==> src/rtl/vga_pkg.sv <==
// vga_pkg: 640x480 timing constants, colours and shared types for the pong renderer
package vga_pkg;
  localparam int H_ACT_START = 144;
  localparam int V_ACT_START = 34;
  localparam int H_ACT = 640;
  localparam int V_ACT = 480;
  localparam int H_LAST = 799;
  localparam int V_LAST = 524;
  localparam logic [11:0] COL_BALL = 12'hFFF;
  localparam logic [11:0] COL_PAD = 12'h0F0;
  localparam logic [11:0] COL_BG = 12'h002;
  localparam logic [11:0] COL_OFF = 12'h000;
  localparam logic [9:0] BALL_X0 = 10'd316;
  localparam logic [9:0] BALL_Y0 = 10'd236;
  typedef enum logic {DIR_NEG = 1'b0, DIR_POS = 1'b1} dir_e;
endpackage

==> src/rtl/pong_object_update.sv <==
// pong_object_update: per-frame ball, paddle and miss-counter state, advanced only on frame_tick
module pong_object_update
  import vga_pkg::*;
#(
  parameter int BALL_SIZE = 8,
  parameter int BALL_SPEED = 2,
  parameter int PAD_W = 8,
  parameter int PAD_H = 64,
  parameter int PAD_SPEED = 4
) (
  input  logic       clk,
  input  logic       rst,
  input  logic       frame_tick,
  input  logic       up,
  input  logic       down,
  output logic [9:0] ball_x,
  output logic [9:0] ball_y,
  output logic [9:0] pad_y,
  output logic [3:0] miss_count
);
  localparam logic [9:0] BS = 10'(BALL_SIZE);
  localparam logic [9:0] BV = 10'(BALL_SPEED);
  localparam logic [9:0] PW = 10'(PAD_W);
  localparam logic [9:0] PH = 10'(PAD_H);
  localparam logic [9:0] PV = 10'(PAD_SPEED);
  localparam logic [9:0] X_MAX = 10'(H_ACT - BALL_SIZE);
  localparam logic [9:0] Y_MAX = 10'(V_ACT - BALL_SIZE);
  localparam logic [9:0] PAD_MAX = 10'(V_ACT - PAD_H);
  localparam logic [9:0] PAD_Y0 = 10'((V_ACT - PAD_H) / 2);
  logic [9:0] ball_x_q, ball_x_d, ball_y_q, ball_y_d, pad_y_q, pad_y_d;
  dir_e dir_x_q, dir_x_d, dir_y_q, dir_y_d;
  logic [3:0] miss_q, miss_d;
  logic overlap, at_left, at_right, at_top, at_bottom, miss;
  always_comb begin
    overlap = (ball_y_q + BS > pad_y_q) && (ball_y_q < pad_y_q + PH);
    at_left = ball_x_q <= PW + BV;
    at_right = ball_x_q >= X_MAX - BV;
    at_top = ball_y_q <= BV;
    at_bottom = ball_y_q >= Y_MAX - BV;
    miss = (dir_x_q == DIR_NEG) && at_left && !overlap;
    ball_x_d = ball_x_q;
    ball_y_d = ball_y_q;
    pad_y_d = pad_y_q;
    dir_x_d = dir_x_q;
    dir_y_d = dir_y_q;
    miss_d = miss_q;
    if (frame_tick) begin
      pad_y_d = (up && !down) ? ((pad_y_q >= PV) ? pad_y_q - PV : '0)
              : (down && !up) ? ((pad_y_q >= PAD_MAX - PV) ? PAD_MAX : pad_y_q + PV)
              : pad_y_q;
      if (dir_x_q == DIR_POS) begin
        ball_x_d = at_right ? X_MAX : ball_x_q + BV;
        dir_x_d = at_right ? DIR_NEG : DIR_POS;
      end else begin
        ball_x_d = !at_left ? ball_x_q - BV : overlap ? PW : BALL_X0;
        dir_x_d = at_left ? DIR_POS : DIR_NEG;
      end
      if (dir_y_q == DIR_POS) begin
        ball_y_d = at_bottom ? Y_MAX : ball_y_q + BV;
        dir_y_d = at_bottom ? DIR_NEG : DIR_POS;
      end else begin
        ball_y_d = at_top ? '0 : ball_y_q - BV;
        dir_y_d = at_top ? DIR_POS : DIR_NEG;
      end
      // a miss recentres the ball, which overrides this tick's vertical step and bounce
      if (miss) begin
        ball_y_d = BALL_Y0;
        dir_y_d = dir_y_q;
        miss_d = miss_q + 4'd1;
      end
    end
  end
  always_ff @(posedge clk or posedge rst) begin
    if (rst) begin
      ball_x_q <= BALL_X0;
      ball_y_q <= BALL_Y0;
      pad_y_q <= PAD_Y0;
      dir_x_q <= DIR_POS;
      dir_y_q <= DIR_POS;
      miss_q <= '0;
    end else begin
      ball_x_q <= ball_x_d;
      ball_y_q <= ball_y_d;
      pad_y_q <= pad_y_d;
      dir_x_q <= dir_x_d;
      dir_y_q <= dir_y_d;
      miss_q <= miss_d;
    end
  end
  assign ball_x = ball_x_q;
  assign ball_y = ball_y_q;
  assign pad_y = pad_y_q;
  assign miss_count = miss_q;
endmodule

==> src/rtl/vga_pong_render.sv <==
// vga_pong_render: two-stage pixel pipeline drawing ball and paddle, with syncs delayed to stay aligned
module vga_pong_render
  import vga_pkg::*;
#(
  parameter int BALL_SIZE = 8,
  parameter int BALL_SPEED = 2,
  parameter int PAD_W = 8,
  parameter int PAD_H = 64,
  parameter int PAD_SPEED = 4
) (
  input  logic       vga_CLK,
  input  logic       vga_RST,
  input  logic [9:0] pos_H,
  input  logic [9:0] pos_V,
  input  logic       vga_Ready,
  input  logic       HSync_in,
  input  logic       VSync_in,
  input  logic       btn_Up,
  input  logic       btn_Down,
  output logic [3:0] vga_R,
  output logic [3:0] vga_G,
  output logic [3:0] vga_B,
  output logic       HSync_out,
  output logic       VSync_out,
  output logic [3:0] miss_Count
);
  localparam logic [9:0] BS = 10'(BALL_SIZE);
  localparam logic [9:0] PW = 10'(PAD_W);
  localparam logic [9:0] PH = 10'(PAD_H);
  logic [1:0] btn_up_q, btn_up_d, btn_dn_q, btn_dn_d;
  logic [9:0] x_q, x_d, y_q, y_d;
  logic rdy_q, rdy_d, hs1_q, hs1_d, vs1_q, vs1_d, hs2_q, hs2_d, vs2_q, vs2_d;
  logic [11:0] rgb_q, rgb_d;
  logic [9:0] ball_x, ball_y, pad_y;
  logic [3:0] miss_count;
  logic frame_tick, in_ball, in_pad;
  always_comb begin
    frame_tick = (pos_H == 10'(H_LAST)) && (pos_V == 10'(V_LAST));
    btn_up_d = {btn_up_q[0], btn_Up};
    btn_dn_d = {btn_dn_q[0], btn_Down};
    x_d = pos_H - 10'(H_ACT_START);
    y_d = pos_V - 10'(V_ACT_START);
    rdy_d = vga_Ready;
    hs1_d = HSync_in;
    vs1_d = VSync_in;
    in_ball = (x_q >= ball_x) && (x_q < ball_x + BS) && (y_q >= ball_y) && (y_q < ball_y + BS);
    in_pad = (x_q < PW) && (y_q >= pad_y) && (y_q < pad_y + PH);
    rgb_d = !rdy_q ? COL_OFF : in_ball ? COL_BALL : in_pad ? COL_PAD : COL_BG;
    hs2_d = hs1_q;
    vs2_d = vs1_q;
  end
  always_ff @(posedge vga_CLK or posedge vga_RST) begin
    if (vga_RST) begin
      btn_up_q <= '0;
      btn_dn_q <= '0;
      x_q <= '0;
      y_q <= '0;
      rdy_q <= 1'b0;
      hs1_q <= 1'b0;
      vs1_q <= 1'b0;
      rgb_q <= '0;
      hs2_q <= 1'b0;
      vs2_q <= 1'b0;
    end else begin
      btn_up_q <= btn_up_d;
      btn_dn_q <= btn_dn_d;
      x_q <= x_d;
      y_q <= y_d;
      rdy_q <= rdy_d;
      hs1_q <= hs1_d;
      vs1_q <= vs1_d;
      rgb_q <= rgb_d;
      hs2_q <= hs2_d;
      vs2_q <= vs2_d;
    end
  end
  pong_object_update #(
    .BALL_SIZE(BALL_SIZE), .BALL_SPEED(BALL_SPEED), .PAD_W(PAD_W), .PAD_H(PAD_H), .PAD_SPEED(PAD_SPEED)
  ) u_obj (
    .clk(vga_CLK),
    .rst(vga_RST),
    .frame_tick(frame_tick),
    .up(btn_up_q[1]),
    .down(btn_dn_q[1]),
    .ball_x(ball_x),
    .ball_y(ball_y),
    .pad_y(pad_y),
    .miss_count(miss_count)
  );
  assign {vga_R, vga_G, vga_B} = rgb_q;
  assign HSync_out = hs2_q;
  assign VSync_out = vs2_q;
  assign miss_Count = miss_count;
endmodule
==> config.mk <==
export PLATFORM = sky130hd
export DESIGN_NAME = vga_pong_render
export DESIGN_NICKNAME = d
export VERILOG_FILES = /design/src/rtl/vga_pkg.sv /design/src/rtl/pong_object_update.sv /design/src/rtl/vga_pong_render.sv
export SDC_FILE = /design/constraint.sdc
export NUM_CORES = 1
export LEC_CHECK = 0
export ABC_AREA = 1
export BUFFER_PORTS_ARGS = -buffer_cell sky130_fd_sc_hd__clkbuf_2
export CAP_MARGIN = 20
export CORE_MARGIN = 1.5
export CORE_UTILIZATION = 58
export DETAILED_ROUTE_END_ITERATION = 10
export PLACE_DENSITY = 0.75
export RECOVER_POWER = 100
export SKIP_CTS_REPAIR_TIMING = 1
export SLEW_MARGIN = 20
export SYNTH_ARGS = -nofsm -noshare
export SYNTH_HDL_FRONTEND = slang
export SYNTH_SLANG_ARGS = --single-unit
export TNS_END_PERCENT = 50
==> constraint.sdc <==
create_clock -name vga_CLK -period 5.4 [get_ports vga_CLK]
set_input_delay 0.54 -clock vga_CLK [delete_from_list [all_inputs] [get_ports vga_CLK]]
set_output_delay 0.54 -clock vga_CLK [all_outputs]
set_load 0.02 [all_outputs]
==> results of run 1 <==
## cells by family (layout without fill, tap and decap cells)
family | after synthesis | after routing | share of synthesized area (%)
and+or+nand+nor | 394 | 394 | 30.6
AOI/OAI and AO/OA | 81 | 81 | 7.77
DFF | 62 | 62 | 27.5
adders and majority gates | 82 | 82 | 18.0
xor gates and xnor gates | 42 | 42 | 6.44
buffers and inverters | 123 | 163 | 9.81
## state kept, by name, summed over array words and instances, names as in the netlist, 2 cells and up
name / count
btn_dn_q: 2
btn_up_q: 2
rgb_q: 3
u_obj.ball_x: 9
u_obj.ball_y: 9
u_obj.miss_count: 4
u_obj.pad_y: 8
x_q: 9
y_q: 9
## per-stage QoR
step | cells | instance area (um2)
after floorplan | 784 | 5720
after global placement | 941 | 5940
after detailed placement | 941 | 5940
after CTS | 957 | 6100
after global routing | 957 | 6030
final | 957 | 6030
## cell usage after synthesis, types with 2 or more instances
library cell	instances	share of area, %
nand2_4	2	0.39
ha_1	82	18
dfstp_2	15	6.9
a31oi_1	4	0.44
buf_4	10	1.3
nor2_1	76	5.0
dfrtp_1	47	21
xnor2_1	5	0.77
clkinv_2	2	0.18
nor2_2	8	0.88
o21ai_1	7	0.61
or2_2	4	0.44
buf_6	7	1.4
nor2_4	5	0.99
nand3_2	3	0.53
nand3b_1	4	0.53
buf_2	3	0.26
nor3_2	2	0.35
o21ai_0	29	2.5
nand2_2	6	0.66
nand2_1	214	14
xor2_1	37	5.7
nand4_1	12	1.3
inv_1	90	5.9
nand3_1	48	4.2
nor4_1	2	0.22
nor3_1	5	0.44
o21a_1	5	0.66
inv_2	8	0.53
o22ai_1	2	0.22
a21oi_1	30	2.6
## worst max-delay path: stages (launching register included)
cell     delay [ps]
dfstp_1         730
ha_1            260
nand2_1          90
nor2_1          140
inv_1            70
nor2_1          110
xor2_1          210
inv_1            60
ha_1            290
nand2_1          70
nor2_1          170
nand2_1          80
nand3_1          80
nand3_1         160
nand2_1         420
nand2_1         170
o21ai_0         180
## worst max path at each step
stage | start | endpoint | slack [ps] | cells after the start
finish | u_obj.ball_y[3] | u_obj.ball_y[1] | 2030 | 16
global route | vga_RST | y_q[2] | 1490 | 3
detailed placement | u_obj.ball_y[3] | u_obj.ball_y[1] | 2500 | 16
global placement | u_obj.ball_y[3] | u_obj.ball_y[1] | 2650 | 16
CTS | u_obj.ball_y[3] | u_obj.ball_y[1] | 2490 | 16
floorplan | u_obj.ball_y[3] | u_obj.ball_y[8] | 2910 | 18
## power groups by stage
stage | registers (mW) | logic [mW] | clock network [mW]
floorplan | 0.500 | 0.0833 | 0
CTS | 0.497 | 0.123 | 0.369
finish | 0.497 | 0.119 | 0.365
global route | 0.499 | 0.139 | 0.387
detailed placement | 0.505 | 0.122 | 0
global placement | 0.505 | 0.118 | 0
## layout make-up
class	instances	area [um2]
Clock inverter	6	38.8
Clock buffer	10	128
Inverter	102	388
Multi-Input combinational cell	599	3550
Tap cell	133	166
Timing Repair Buffer	45	193
Fill cell	913	3650
Sequential cell	62	1570
## routing by layer
metal / share of wire [%] / vias to the layer above / GRT usage, %
li1: - / 2573 / -
met5: 0 / - / 0
met1: 46 / 2388 / 39.0
met4: 2.0 / 0 / 10.0
met3: 5.8 / 24 / 4.72
met2: 46 / 170 / 46.9
==> impl_results.md, run 1 <==
- Worst Max-Slew Pin Slew: 3170 ps
- DRC Markers: 0
- Clk_lat worst skew: 360 ps
- PortBufs: 44
- #FFs+latches synth: a little over 60
- Total Wirelength: 14100 um
- Mapped cell area: 0.00572 mm2
- H-tree depth: 3
- Dominant synthesized flop cell: dfrtp_1
- CTS Buf Count: 9
- Final Hold Viols: 0
- Sequential fraction of design power: 50.6%
- Antenna Violating Nets Remaining: 0
- Critical path arrival: 3640 ps
- Syn_area_per_cell: 7.29 um2
- Drt first pass iters: 5
- Sw power: 0.290 mW
- CTS Buffer Depth: 2
- CTS Sinks: 62
- Share of layout cells above drive strength 1: 10.1%
- Crit path time final: approximately 3400 ps
- Switching share of total power: 29.5%
- MaxCap Viol Count: 1
- Root buffer cell: clkbuf_8
- Vert. Die Dim: 102 um
- Synth cell types: just over 40
- PwrDens: 163 mW/mm2
- Initial antenna violation count: 0
- Congestion Overflow GR: 0
- Core footprint: between 0.009 and 0.01 mm2
- Ys async rst share: between 90% and 100%
- CP Data Required Time: about 5700 ps
- R2R depth: 16
- Worst r2r src: u_obj.ball_y[3]
- Leakage: 3.13 nW
- Commonest non-fill, non-tap cell in the layout: nand2_1
- Fin util: 62.3%
- Vias: 5155
- Vias in the first global route: 4834
- Global-route wire length before repair: 23200 um
- GRT Total Usage: 28.9%
- Status: finished, violations left
- Chip Width: about 100 um
- R2r setup slk: 2030 ps
- Slew Limit Fails: 61
- Top-Level Pins: 45
- Drt first-iter violations: 252
- Most frequent cells in the layout: nand2_1 (216), inv_1 (91), ha_1 (82)
- Slew HR: -112%
- Post-route worst setup slack: 2030 ps
- Ant. Diodes: 0
- CTS clk-pin slew, worst paths: roughly 70 ps
- Syn Inst Count: around 800
- Number of flops mapped to enable cells by yosys: 0
- Combinational Power Share: between 10% and 20%
- Fin Hold WS: 43.1 ps
- FF-to-FF End: u_obj.ball_y[1]
- Clock power share: 37.2%
- Tcrit/Tclk final: 62.3%
- Die Footprint: 0.0105 mm2
- Setup Viol. Count Final: 0
- Post-DP HPWL: 11100 um
- Largest net degree at the start of global routing: 61
- Critical Path Sink Type: flop
- Setup_tns: 0 ps
- Starting density of the core: 59.0%
- Syn nets: ~900
- Crit path max fanout: 13
- Area grow syn2layout: 5.54%
- Class of the most critical setup path: reg -> reg
- TritonCTS clock tree: done
- Startpoint Class: flop
- Rows: 36
- Vias/cell: 5.39
- RSZ-0062 raised after global routing: no
- Worst Hold Class: in -> async
- RePlAce Congestion: 0.937
- Worst Skew: roughly 15 ps
- Post-Place Worst Slack: approximately 2500 ps
- Tot Pwr: roughly 0.98 mW
- Synth warn: 0
- Int Power: 0.691 mW
- Nets: 928
- Fmax: 0.297 GHz
- Post-synthesis sequential area ratio: between 20 and 30%
- DR WL/cell: 14.7 um
- VDD IR-drop max: 0.141 mV
- Failing checks: capacitance limit, slew limit
No activity file was read; power rests on OpenSTA's default activity.
==> inputs of run 2 (changes only) <==
Clock period 5.4 ns to 3.5 ns, I/O delays scaled along.
==> run 2 against run 1 <==
The run still ends with capacitance limit, slew limit left. Sequential power increased by 54%. First-iteration DRC count decreased by 4.8%. Fmax increased by 13%. Global-route usage decreased by 0.46 points. Critical endpoint is now u_obj.ball_y[9]. Largest cell class unchanged. Highest routed layer unchanged.
==> impl_results.md, run 2 (synthesis gave the netlist of run 1 again) <==
- Core footprint: 0.00968 mm2 (unchanged)
- Critical Path Sink Type: flop
- Largest net degree at the start of global routing: 44 (-28%)
- Drt first-iter violations: 240 (-4.8%)
- PortBufs: 44 (unchanged)
- Tcrit/Tclk final: 84.8% (+22 points)
- Clk_lat worst skew: 350 ps (about the same)
- CTS Sinks: 62 (unchanged)
- Top-Level Pins: 45 (unchanged)
- GR Util met3: 4.65% (-0.068 points)
- Slew HR: -6.67% (+100 points)
- Share of layout cells above drive strength 1: 10.7% (+0.61 points)
- Vias in the first global route: 4857 (+0.48%)
- DR WL/cell: 14.7 um (about the same)
- Drt first pass iters: 5 (unchanged)
- Tot Pwr: 1.66 mW (+69%)
- Worst Max-Slew Pin Slew: 1600 ps (-1580 ps)
- MaxCap Viol Count: 1 (unchanged)
- Fin util: 63.0% (+0.75 points)
- Setup_tns: 0 ps (unchanged)
- Chip Width: 102 um (unchanged)
- Most frequent cells in the layout: nand2_1 (215), inv_1 (91), ha_1 (82)
- Post-DP HPWL: 11300 um (+1.8%)
- Area grow syn2layout: 6.81%
- Crit path max fanout: 13 (unchanged)
- TritonCTS clock tree: done
- Initial antenna violation count: 0 (unchanged)
- Rows: 36 (unchanged)
- Antenna Violating Nets Remaining: 0 (unchanged)
- Grt met1 use: 37.2% (-1.8 points)
- Worst Hold Class: in -> reg
- Commonest non-fill, non-tap cell in the layout: nand2_1
- Nets: 928 (unchanged)
- M2 GR Usage: 48.3% (+1.5 points)
- Class of the most critical setup path: reg -> reg
- Vias: 5136 (-0.37%)
- Congestion Overflow GR: 0 (unchanged)
- CP Data Required Time: 3760 ps (-1910 ps)
- Critical path arrival: 3230 ps (-410 ps)
- VDD IR-drop max: 0.259 mV (+83%)
- Status: finished, violations left
- Setup Viol. Count Final: 0 (unchanged)
- Root buffer cell: clkbuf_8
- R2r setup slk: 530 ps (-1500 ps)
- Vias/cell: 5.37 (-0.37%)
- Leakage: 3.16 nW (+1.0%)
- Ant. Diodes: 0 (unchanged)
- H-tree depth: 3 (unchanged)
- Worst Skew: 4.93 ps (-10.1 ps)
- GRT Total Usage: 28.4% (-0.46 points)
- Vert. Die Dim: 102 um (unchanged)
- Global-route layer with the greatest usage: met2
- Die Footprint: 0.0105 mm2 (unchanged)
- PwrDens: 272 mW/mm2 (+67%)
- Fmax: 0.337 GHz (+13%)
- RePlAce Congestion: 0.924 (-1.4%)
- DRC Markers: 0 (unchanged)
- Starting density of the core: 59.0% (unchanged)
- R2R depth: 16 (unchanged)
- Hold Path Depth: 1
- CTS Buf Count: 9 (unchanged)
- Failing checks: capacitance limit, slew limit
- Global-route wire length before repair: 22800 um (-1.8%)
- CTS Buffer Depth: 2 (unchanged)
- Fillers: 884 (-3.2%)
- Crit path time final: 2970 ps (-397 ps)
- Final Hold Viols: 0 (unchanged)
- CTS clk-pin slew, worst paths: 70 ps (about the same)
- Total Wirelength: 14100 um (about the same)
- Slew Limit Fails: 44 (-28%)
- Startpoint Class: flop
- RSZ-0062 raised after global routing: no
## run 2: cell count changes in the layout (fill, tap and decap cells not counted), moves of 2 or more
cell / before / now
bufinv_16: 0 / 2
nand3_1: 50 / 48
nand3_2: 1 / 3
clkbuf_1: 27 / 25
## run 2: layer usage
layer | part of all wire [%] | wire (um)
met3 | 4.6 | 649
met4 | 2.0 | 280
met5 | 0 | 0
met2 | 47 | 6690
met1 | 46 | 6480
## run 2: final timing paths
| kind | from | to |
|---|---|---|
| hold reg to reg | btn_dn_q[0] | btn_dn_q[1] |
| max in group asynchronous | vga_RST | u_obj.miss_count[0] |
| hold / removal | vga_Ready | rdy_q |
| setup / recovery | u_obj.ball_y[4] | u_obj.ball_y[9] |
| min in group asynchronous | vga_RST | u_obj.ball_x[1] |
| setup reg to reg | u_obj.ball_y[4] | u_obj.ball_y[9] |
## run 2: power breakdown
group	internal (mW)	total, mW	switching, mW
Clock	0.417	0.707	0.290
Sequential	0.741	0.766	0.0251
Combinational	0.0719	0.186	0.114
Total	1.23	1.66	0.429
## run 2: critical path, cell delays in order (launching register included)
cell and delay (ps):
dfrtp_1 590, ha_1 270, nand2_1 90, nor2_1 140
inv_1 70, nor2_1 120, xor2_1 200, inv_1 70
ha_1 290, nand2_1 70, nor2_1 170, nand2_1 70
nand3_1 100, nand3_2 140, nand2_4 180, nand2_1 110
o21ai_0 190
## run 2: area by class of cell
| class | count | area, um2 | share of cell area [%] |
|---|---|---|---|
| flip-flops and latches | 62 | 1570 | 25.7 |
| clock inverters | 6 | 85.1 | 1.39 |
| clock buffers | 10 | 138 | 2.25 |
| inverters | 102 | 388 | 6.35 |
| repair buffers | 45 | 194 | 3.18 |
| well taps | 133 | 166 | 2.73 |
| multi-input cells | 599 | 3560 | 58.4 |
## run 2: through the flow
stage	area, um2	cells	hold WS (ps)	setup slack (ps)
floorplan	5720	784	331	1010
global placement	5940	941	336	720
detailed placement	5940	941	340	630
CTS	6160	957	102	611
global route	6100	957	95.9	179
finish	6100	957	110	532
